<file path="src/rtl/mul_op_issue.sv">
// Issue controller in front of the 33-bit Booth/Wallace multiplier core: one op in flight, watchdog on WAIT.
// Optional: define MUL_ZERO_BYPASS_EN to answer zero-operand requests without using the core.
module mul_op_issue #(
   parameter int XLEN    = 32,
   parameter int TIMEOUT = 15
) (
   input  logic              clk,
   input  logic              reset,
   input  logic              req_valid,
   output logic              req_ready,
   input  logic [1:0]        req_op,
   input  logic [XLEN-1:0]   req_src1,
   input  logic [XLEN-1:0]   req_src2,
   output logic              mul_in_valid,
   input  logic              mul_in_ready,
   output logic [XLEN:0]     mul_src1,
   output logic [XLEN:0]     mul_src2,
   input  logic              mul_out_valid,
   input  logic [2*XLEN-1:0] mul_result,
   output logic              resp_valid,
   input  logic              resp_ready,
   output logic [XLEN-1:0]   resp_data,
   output logic              resp_err,
   output logic [1:0]        dbg_state
);

   // Handshakes: a transfer happens on a rising clk edge where valid && ready; once valid is
   // raised it and its payload stay unchanged until that transfer completes.

   typedef enum logic [1:0] {
      S_IDLE  = 2'd0,
      S_ISSUE = 2'd1,
      S_WAIT  = 2'd2,
      S_RESP  = 2'd3
   } state_t;

   localparam int CW = $clog2(TIMEOUT + 1);
   localparam logic [CW-1:0] CNT_LAST = CW'(TIMEOUT - 1);

   state_t            r_state;
   logic [1:0]        r_op;
   logic [XLEN:0]     r_mul_src1;
   logic [XLEN:0]     r_mul_src2;
   logic              r_mul_in_valid;
   logic              r_resp_valid;
   logic [XLEN-1:0]   r_resp_data;
   logic              r_resp_err;
   logic [CW-1:0]     r_cnt;

   logic              w_src1_signed;
   logic              w_src2_signed;
   logic [XLEN:0]     w_ext1;
   logic [XLEN:0]     w_ext2;

   // MULHU treats src1 as unsigned; MULHSU and MULHU treat src2 as unsigned.
   assign w_src1_signed = (req_op != 2'b11);
   assign w_src2_signed = (req_op[1] == 1'b0);
   assign w_ext1 = {w_src1_signed & req_src1[XLEN-1], req_src1};
   assign w_ext2 = {w_src2_signed & req_src2[XLEN-1], req_src2};

`ifdef MUL_ZERO_BYPASS_EN
   logic w_new_zero;
   logic w_lat_zero;
   assign w_new_zero = (req_src1 == '0) || (req_src2 == '0);
   assign w_lat_zero = (r_mul_src1 == '0) || (r_mul_src2 == '0);
`endif

   always_ff @(posedge clk) begin
      if (!reset) begin
         r_state        <= S_IDLE;
         r_op           <= 2'b00;
         r_mul_src1     <= '0;
         r_mul_src2     <= '0;
         r_mul_in_valid <= 1'b0;
         r_resp_valid   <= 1'b0;
         r_resp_data    <= '0;
         r_resp_err     <= 1'b0;
         r_cnt          <= '0;
      end else begin
         case (r_state)
            S_IDLE: begin
               if (req_valid) begin
                  r_op       <= req_op;
                  r_mul_src1 <= w_ext1;
                  r_mul_src2 <= w_ext2;
`ifdef MUL_ZERO_BYPASS_EN
                  r_mul_in_valid <= !w_new_zero;
`else
                  r_mul_in_valid <= 1'b1;
`endif
                  r_state <= S_ISSUE;
               end
            end
            S_ISSUE: begin
`ifdef MUL_ZERO_BYPASS_EN
               if (w_lat_zero) begin
                  r_resp_data  <= '0;
                  r_resp_err   <= 1'b0;
                  r_resp_valid <= 1'b1;
                  r_state      <= S_RESP;
               end else
`endif
               if (mul_in_ready) begin
                  r_mul_in_valid <= 1'b0;
                  r_cnt          <= '0;
                  r_state        <= S_WAIT;
               end
            end
            S_WAIT: begin
               // A result pulse in the last watchdog cycle still counts as a good answer.
               if (mul_out_valid) begin
                  r_resp_data  <= (r_op == 2'b00) ? mul_result[XLEN-1:0]
                                                  : mul_result[2*XLEN-1:XLEN];
                  r_resp_err   <= 1'b0;
                  r_resp_valid <= 1'b1;
                  r_state      <= S_RESP;
               end else if (r_cnt == CNT_LAST) begin
                  r_resp_data  <= '0;
                  r_resp_err   <= 1'b1;
                  r_resp_valid <= 1'b1;
                  r_state      <= S_RESP;
               end else begin
                  r_cnt <= r_cnt + 1'b1;
               end
            end
            S_RESP: begin
               if (resp_ready) begin
                  r_resp_valid <= 1'b0;
                  r_state      <= S_IDLE;
               end
            end
            default: r_state <= S_IDLE;
         endcase
      end
   end

   // Gated with reset so the block never looks ready while reset is being held.
   assign req_ready    = (r_state == S_IDLE) && reset;
   assign mul_in_valid = r_mul_in_valid;
   assign mul_src1     = r_mul_src1;
   assign mul_src2     = r_mul_src2;
   assign resp_valid   = r_resp_valid;
   assign resp_data    = r_resp_data;
   assign resp_err     = r_resp_err;
   assign dbg_state    = r_state;

endmodule

</file>
<file path="config.mk">
export PLATFORM = sky130hd
export DESIGN_NAME = mul_op_issue
export DESIGN_NICKNAME = d
export VERILOG_FILES = /design/src/rtl/mul_op_issue.sv
export SDC_FILE = /design/constraint.sdc
export NUM_CORES = 1
export LEC_CHECK = 0
export BUFFER_PORTS_ARGS = -buffer_cell sky130_fd_sc_hd__buf_2
export CAP_MARGIN = 20
export CELL_PAD_IN_SITES_DETAIL_PLACEMENT = 0
export CELL_PAD_IN_SITES_GLOBAL_PLACEMENT = 1
export CORE_MARGIN = 3
export CORE_UTILIZATION = 33
export CTS_CLUSTER_SIZE = 8
export DETAILED_ROUTE_END_ITERATION = 16
export PLACE_DENSITY = 0.88
export SLEW_MARGIN = 30
export SYNTH_ARGS = -nofsm -noshare
export SYNTH_HDL_FRONTEND = slang
export SYNTH_SLANG_ARGS = --single-unit
</file>
<file path="constraint.sdc">
create_clock -name clk -period 1.95 [get_ports clk]
set_input_delay 0.195 -clock clk [delete_from_list [all_inputs] [get_ports clk]]
set_output_delay 0.195 -clock clk [all_outputs]
set_load 0.02 [all_outputs]
</file>
# Word level (Yosys, flattened, before mapping)
# Index checks and enable logic that the tools add are counted.
[word_totals]
register_bits = 109
input_bits = 136
out_inout_bits = 104
elab_cells = 58
[op_classes]
n_addsub = 1
n_eq_ne = 11
n_mux = 21
n_bitwise = 3
reduce_logical = 13
[ops]
columns = ["operator", "count"]
rows = [
  ["2-to-1 mux 32 bit", 3],
  ["2-to-1 mux 4 bit", 3],
  ["!= test 2 bit, second input constant", 6],
  ["2-to-1 mux 2 bit", 5],
  ["case mux 2 bit (4 select lines)", 1],
  ["case mux 4 bit (2 select lines)", 1],
  ["AND reduction 4 bit", 2],
  ["nonzero test 2 bit", 4],
  ["2-to-1 mux 1 bit", 6],
  ["AND reduction 3 bit", 2],
  ["adder 4 x 1 -> 4 bit, second input constant", 1],
  ["equality test 2 bit, second input constant", 2],
  ["equality test 4 bit, second input constant", 1],
  ["logical NOT 2 bit", 2],
  ["case mux 1 bit (2 select lines)", 2],
  ["AND reduction 2 bit", 2],
  ["!= test 3 bit, second input constant", 1],
  ["AND 1 bit", 2],
  ["equality test 2 x 1 -> 1 bit, second input constant", 1],
  ["logical AND 1 bit", 1],
  ["NOT 1 bit", 1],
]

# Logic depth before layout (Yosys ltp)
# Gate-level depths: netlist (run 1).
[depth]
word_depth = 4
mapped_depth = 8
mapped_depth_nobuf = 5

# Least setup slack after synthesis (run 1)
# No wires, ideal clock.
[synth_timing]
kind = "reg-to-reg"
start = "register r_state[0], in the netlist dbg_state[0]"
end = "register r_state[0], in the netlist dbg_state[0]"
setup_time_ns = 0.115
t_arrival_ns = 1.609
required_ns = 1.835
setup_slack_ns = 0.226
stages_incl_launch_ff = 7
n_path_buf = 1
period_less_slack_ns = 1.724
cell_sequence = "dfxtp_1 inv_1 ha_1 buf_2 or2_2 o41ai_1 o21ba_2"
[synth_between]
elab_chain_cells = 3
elab_cells_between_ends = 10
classes_between = "7 x eq/ne; 1 x mux; 2 x reduce/logical"
[synth_rtl]
columns = ["element", "line", "text"]
rows = [
  ["start: declaration", "40", "state_t r_state;"],
  ["start signal: assignment", "70", "r_state <= S_IDLE;"],
  ["start signal: assignment", "91", "r_state <= S_ISSUE;"],
  ["start signal: assignment", "106", "r_state <= S_WAIT;"],
  ["equality test 2 bit (tied with other cells)", "80", "case (r_state)"],
  ["!= test 3 bit (no source line) / != test 2 bit (equally long branches)", "--", ""],
  ["AND reduction 4 bit (no source line)", "--", ""],
]
# Parallel ways exist; a longest one is shown, timed or not.
# A chain may end at the register's enable or synchronous reset.

# Worst setup path in the final report (run 1)
# Ends and elaborated chain as after synthesis.

==> flow_summary.json, run 1 <==
{
  "synthArstFlopShare_pct": 0,
  "maxCapViolCount": 0,
  "viasPerCell": 4.71,
  "seqPwrFrac_pct": 39.8,
  "maxSlewViolCount": 0,
  "grt_pass1_vias": 4500,
  "layout_common_cells": "buf_2 (238), nand2_1 (142), dfxtp_1 (109)",
  "placed_cells": 966,
  "crit_path_end_kind": "flip-flop",
  "cts_hold_buf": 0,
  "syn_inst": 586,
  "critPathLaunchType": "flip-flop",
  "path_clk_slew_ns": 0.08,
  "hold_violations": 0,
  "worst_pin_slew_ns": 0.473,
  "power_switching_mw": 2.44,
  "p_comb_share_pct": 33.9,
  "synth.area.top_cells": "dfxtp_1 (44%), a21boi_0 (13%), nand2_1 (11%), or3b_1 (5.8%), o21a_1 (5.1%)",
  "final_util_pct": 44.9,
  "diodes": 0,
  "skew_ns": 0.0134,
  "clkPwrFrac_pct": 26.3,
  "ys_seq_area_share_pct": 43.5,
  "peakVddDrop_mv": 0.565,
  "drive_gt1_share_pct": 34.1,
  "grt.total_usage_pct": 16.4,
  "fillers": 1514,
  "synth_area_um2": 5010,
  "hpwl_mm": 9.98,
  "p_leak_nw": 3.02,
  "grt_max_degree": 69,
  "worstSetupPathType": "reg -> reg",
  "hp-class": "in -> reg",
  "rsz0062_at_grt": "no",
  "ctsResizeCount": 0,
  "htree_levels": 3,
  "max_freq_mhz": 587,
  "gp_congestion": 0.763,
  "core_area_um2": 14700,
  "ys_ff_latch": 109,
  "area_growth_syn_to_layout_pct": 31.8,
  "cts_root_buffer": "clkbuf_16",
  "synth.distinct_cells": 33,
  "final_antenna_net_count": 0,
  "grt_pass1_wl_mm": 22.1,
  "p_sw_share_pct": 36.0,
  "clk_latency_ns": 0.35,
  "io_buffers": 239,
  "first_pass_iters": 4,
  "period_minus_slack_ns": 1.70,
  "final_cells": 982,
  "cts_buffers": 9,
  "rows": 44,
  "yosysTopAreaCellShare_pct": 43.5,
  "cts_tree": "yes",
  "cts_setup_buffers": 0,
  "overflow": 0,
  "slew_headroom_pct": 68.5,
  "ff2ff_path_depth": 5,
  "synth_area_leader_cell": "dfxtp_1",
  "vias": 4624,
  "synth_edf_count": 0,
  "status": "finished clean",
  "period_share_pct": 87.3,
  "fin_total_pwr_mw": 6.79,
  "clock_sinks": 109,
  "nNetsFinal": 936,
  "cp.required_ns": 2.20,
  "ctsLongestPathBuffers": 2,
  "worst_ep_arrival_time_ns": 1.95,
  "synth_warnings": 0,
  "hold_depth": 3,
  "io_pins": 240,
  "finalSetupViolCount": 0,
  "final_common_cell": "buf_2",
  "antenna_found_initial": 0,
  "avgRoutedWirePerCell_um": 13.9,
  "die_area_um2": 16700,
  "start_util_pct": 34.1,
  "power.internal_mw": 4.35,
  "synth_flop_cell": "dfxtp_1",
  "synth_nets": 729,
  "wl_mm": 13.7,
  "cp_max_fo": 7,
  "p_per_area_nw_per_um2": 1030,
  "die_x_um": 129,
  "avgSynthCellArea_um2": 8.55,
  "fp.dieH_um": 129,
  "setup_tns_ns": 0,
  "drt-initial-drc-count": 158,
  "drc_errors": 0
}
-- metrics by stage --
stage                     area, um2  setup WS, ns  hold slack [ns]
after global routing           6600        0.0662           0.0707
after CTS                      6590         0.156           0.0537
final                          6600         0.248           0.0730
after detailed placement       6300         0.178            0.440
after floorplan                5010         0.226            0.330
after global placement         6300         0.220            0.439
-- flip-flops by register name (all words and copies together) (netlist names) --
| signal | cells |
|---|---|
| mul_src1 | 33 |
| mul_src2 | 33 |
| resp_data | 32 |
| r_cnt | 4 |
| dbg_state | 2 |
| r_op | 2 |
| mul_in_valid | 1 |
| resp_err | 1 |
| resp_valid | 1 |
-- synth_stat cells, types with 7 or more instances --
cell      instances
or3b_1           33
nand2_1         143
a21boi_0         85
o21ai_0          32
a21boi_1         15
buf_2            18
buf_1             7
buf_6             7
ha_1              7
clkbuf_1         16
o21a_1           34
dfxtp_1         109
a21oi_1          34
nand3_1           8
-- layer usage --
layer  wire length [um]  share of wire [%]  vias up  track usage [%]
li1                   -                  -     2419                -
met1               6140                 45     2028             20.7
met2               5950                 43      167             25.9
met3               1430                 10       10             6.35
met4                169                1.2        0             5.56
met5                  0                  0        -                0
-- power by group through the flow --
stage	registers (mW)	logic [mW]	clock network [mW]
after detailed placement	2.75	2.35	0
final	2.70	2.30	1.79
after global routing	2.75	2.59	1.94
after global placement	2.74	2.34	0
after CTS	2.70	2.35	1.86
after floorplan	3.11	1.23	0
-- path summary, 6_finish.rpt --
| path | startpoint | endpoint | slack, ns |
|---|---|---|---|
| worst max register to register | dbg_state[0] | dbg_state[0] | 0.25 |
| worst min register to register | mul_src2[6] | mul_src2[6] | 0.45 |
| worst min-delay path | req_src2[9] | mul_src2[9] | 0.07 |
| worst max-delay path | dbg_state[0] | dbg_state[0] | 0.25 |
-- area by class of cell --
type | instances | area, um2 | area share, %
multi-input combinational | 419 | 2540 | 38.5
sequential | 109 | 2180 | 33.0
timing repair buffer | 249 | 1340 | 20.2
clock buffer | 11 | 253 | 3.83
tap | 184 | 230 | 3.49
clock inverter | 5 | 42.5 | 0.644
inverter | 5 | 18.8 | 0.284
-- cells by family after synthesis --
family	Yosys count	synth area share (%)
adder cells (fa/ha/maj)	7	1.75
AO/OA/AOI/OAI	209	28.6
flip-flops	109	43.5
AND/OR/NAND/NOR	198	19.1
multiplexers	5	0.999
buffers and inverters	58	6.02
-- critical path, cell delays in order (launching register included) --
cell and delay, ns:
dfxtp_1 0.40, inv_1 0.10, ha_1 0.34, or2_2 0.34, o41ai_1 0.22, o21ba_2 0.19
Note: power is estimated with default switching activity, not from simulation.
==> inputs of run 2 (changes only) <==
HOLD_SLACK_MARGIN = 0.15   (was unset)
REMOVE_ABC_BUFFERS = 1   (was unset)
==> run 2 against run 1 <==
Sequential share of layout area fell by 3.4 points. Final area rose by 11%. Hold slack improved by 0.16 ns. Critical path depth did not move. Critical endpoint is now r_cnt[2]. Via count rose by 8.7%. Non-clock buffer count rose by 76. Clock power rose by 7%. Critical path type unchanged. Sequential power barely moved. Register-to-register slack barely moved.
==> flow_summary.json, run 2 (synthesized netlist as in run 1, its figures left out) <==
{
  "status": "finished clean",
  "reg2reg_from": "r_cnt[0]",
  "cp_max_fo": 36,
  "cpPeakStageDelay_ns": 0.39,
  "htree_levels": 3,
  "grt_pass1_wl_mm": 24.6,
  "fillers": 1434,
  "clock_sinks": 109,
  "nNetsFinal": 1012,
  "die_area_um2": 16700,
  "hp-class": "in -> reg",
  "rsz0062_at_grt": "no",
  "worst_pin_slew_ns": 0.471,
  "grt_pass1_vias": 4766,
  "path_clk_slew_ns": 0.07,
  "slew_headroom_pct": 68.6,
  "worst_ep_arrival_time_ns": 1.97,
  "layout_common_cells": "buf_2 (239), nand2_1 (142), dfxtp_1 (109)",
  "setup_tns_ns": 0,
  "hpwl_mm": 10.7,
  "cp_num_cells": 5,
  "drt-initial-drc-count": 189,
  "path_cells": "inv_1 -> ha_1 -> a31o_4 -> a211oi_1 -> mux2i_1",
  "rows": 44,
  "p_per_area_nw_per_um2": 968,
  "io_pins": 240,
  "area_growth_syn_to_layout_pct": 46.7,
  "crit_path_end_kind": "flip-flop",
  "critPathLaunchType": "flip-flop",
  "wl_mm": 15.7,
  "period_minus_slack_ns": 1.70,
  "ff2ff_path_depth": 5,
  "avgRoutedWirePerCell_um": 14.9,
  "first_pass_iters": 4,
  "fin_total_pwr_mw": 7.12,
  "hold_violations": 0,
  "final_antenna_net_count": 0,
  "pre_cts_ws_ns": 0.155,
  "drc_errors": 0,
  "antenna_found_initial": 1,
  "cp_num_buf_inv": 1,
  "cts_buffers": 9,
  "crit_family": "compound AO/OA/AOI/OAI gates",
  "period_share_pct": 86.9,
  "fp.dieH_um": 129,
  "endpoint": "r_cnt[2]",
  "r2r_setup_slack_ns": 0.25,
  "viasPerCell": 4.75,
  "cts_tree": "yes",
  "start_util_pct": 34.1,
  "gp_congestion": 0.833,
  "worstSetupPathType": "reg -> reg",
  "die_x_um": 129,
  "maxCapViolCount": 0,
  "peakVddDrop_mv": 0.468,
  "final_common_cell": "buf_2",
  "vias": 5027,
  "grt_max_degree": 58,
  "core_area_um2": 14700,
  "cts_setup_buffers": 0,
  "crit_slowest_cell": "a31o_4",
  "finalSetupViolCount": 0,
  "cts_root_buffer": "clkbuf_16",
  "r2r_end": "r_cnt[2]",
  "max_freq_mhz": 590,
  "p_leak_nw": 3.35,
  "ctsLongestPathBuffers": 2,
  "maxSlewViolCount": 0,
  "skew_ns": 0.00500,
  "clk_latency_ns": 0.35,
  "overflow": 0,
  "io_buffers": 239,
  "startpoint": "r_cnt[0]",
  "diodes": 0,
  "drive_gt1_share_pct": 32.2,
  "cp.required_ns": 2.22,
  "worst_slack_ns": 0.255,
  "grt.total_usage_pct": 18.3
}
==> run 2: cell count changes in the layout (fill, tap and decap cells not counted), sizes merged <==
cell         before  now
buf             249  258
clkinvlp          1    0
dlygate4sd3       0   67
bufinv            0    1
==> run 2: per-stage QoR <==
| step | cell area [um2] | instances | util (%) | hold slack, ns |
|---|---|---|---|---|
| floorplan | 4730 | 533 | - | 0.309 |
| global placement | 6360 | 975 | 43.3 | 0.436 |
| detailed placement | 6360 | 975 | 43.3 | 0.440 |
| CTS | 7340 | 1058 | 50.0 | 0.202 |
| global route | 7350 | 1058 | 50.0 | 0.254 |
| finish | 7350 | 1058 | 50.0 | 0.234 |
==> run 2: worst min path at each step <==
stage	startpoint	endpoint	slack, ns	cells past startpoint
6_report	mul_out_valid	r_cnt[1]	0.23	4
3_3_place_gp	req_src2[11]	mul_src2[11]	0.44	3
4_1_cts	mul_out_valid	r_cnt[1]	0.20	4
2_1_floorplan	reset	resp_err	0.31	2
3_5_place_dp	req_src2[9]	mul_src2[9]	0.44	3
5_1_grt	mul_out_valid	r_cnt[1]	0.25	4
==> run 2: routing by layer <==
| layer | vias to the layer above | part of all wire, % | track usage (%) |
|---|---|---|---|
| met2 | 111 | 51 | 32.0 |
| met3 | 38 | 3.6 | 3.67 |
| met1 | 2304 | 42 | 22.1 |
| met5 | - | 0.083 | 0 |
| met4 | 2 | 3.2 | 7.47 |
| li1 | 2572 | - | - |
==> run 2: final cells by class <==
cell class	instances	area, um2	area share [%]
multi-input cells	419	2540	34.5
flip-flops and latches	109	2180	29.7
repair buffers	325	2070	28.2
clock buffers	11	253	3.44
well taps	184	230	3.13
clock inverters	5	57.6	0.783
inverters	5	18.8	0.255
==> run 2: what timing repair did <==
item,4_1_cts,5_1_grt
setup endpoints to repair,0,1
resized for setup,0,1
endpoints found under the hold margin,69,0
hold buffers,67,0
==> run 2: worst min-delay path, stage by stage <==
cell	delay, ns
buf_2	0.12
a31oi_2	0.07
nand2_1	0.08
o22ai_1	0.06
==> run 2: where the power goes <==
group | internal, mW | switching (mW)
clock network | 1.07 | 0.837
logic | 0.993 | 1.51
registers | 2.54 | 0.168
total | 4.60 | 2.51
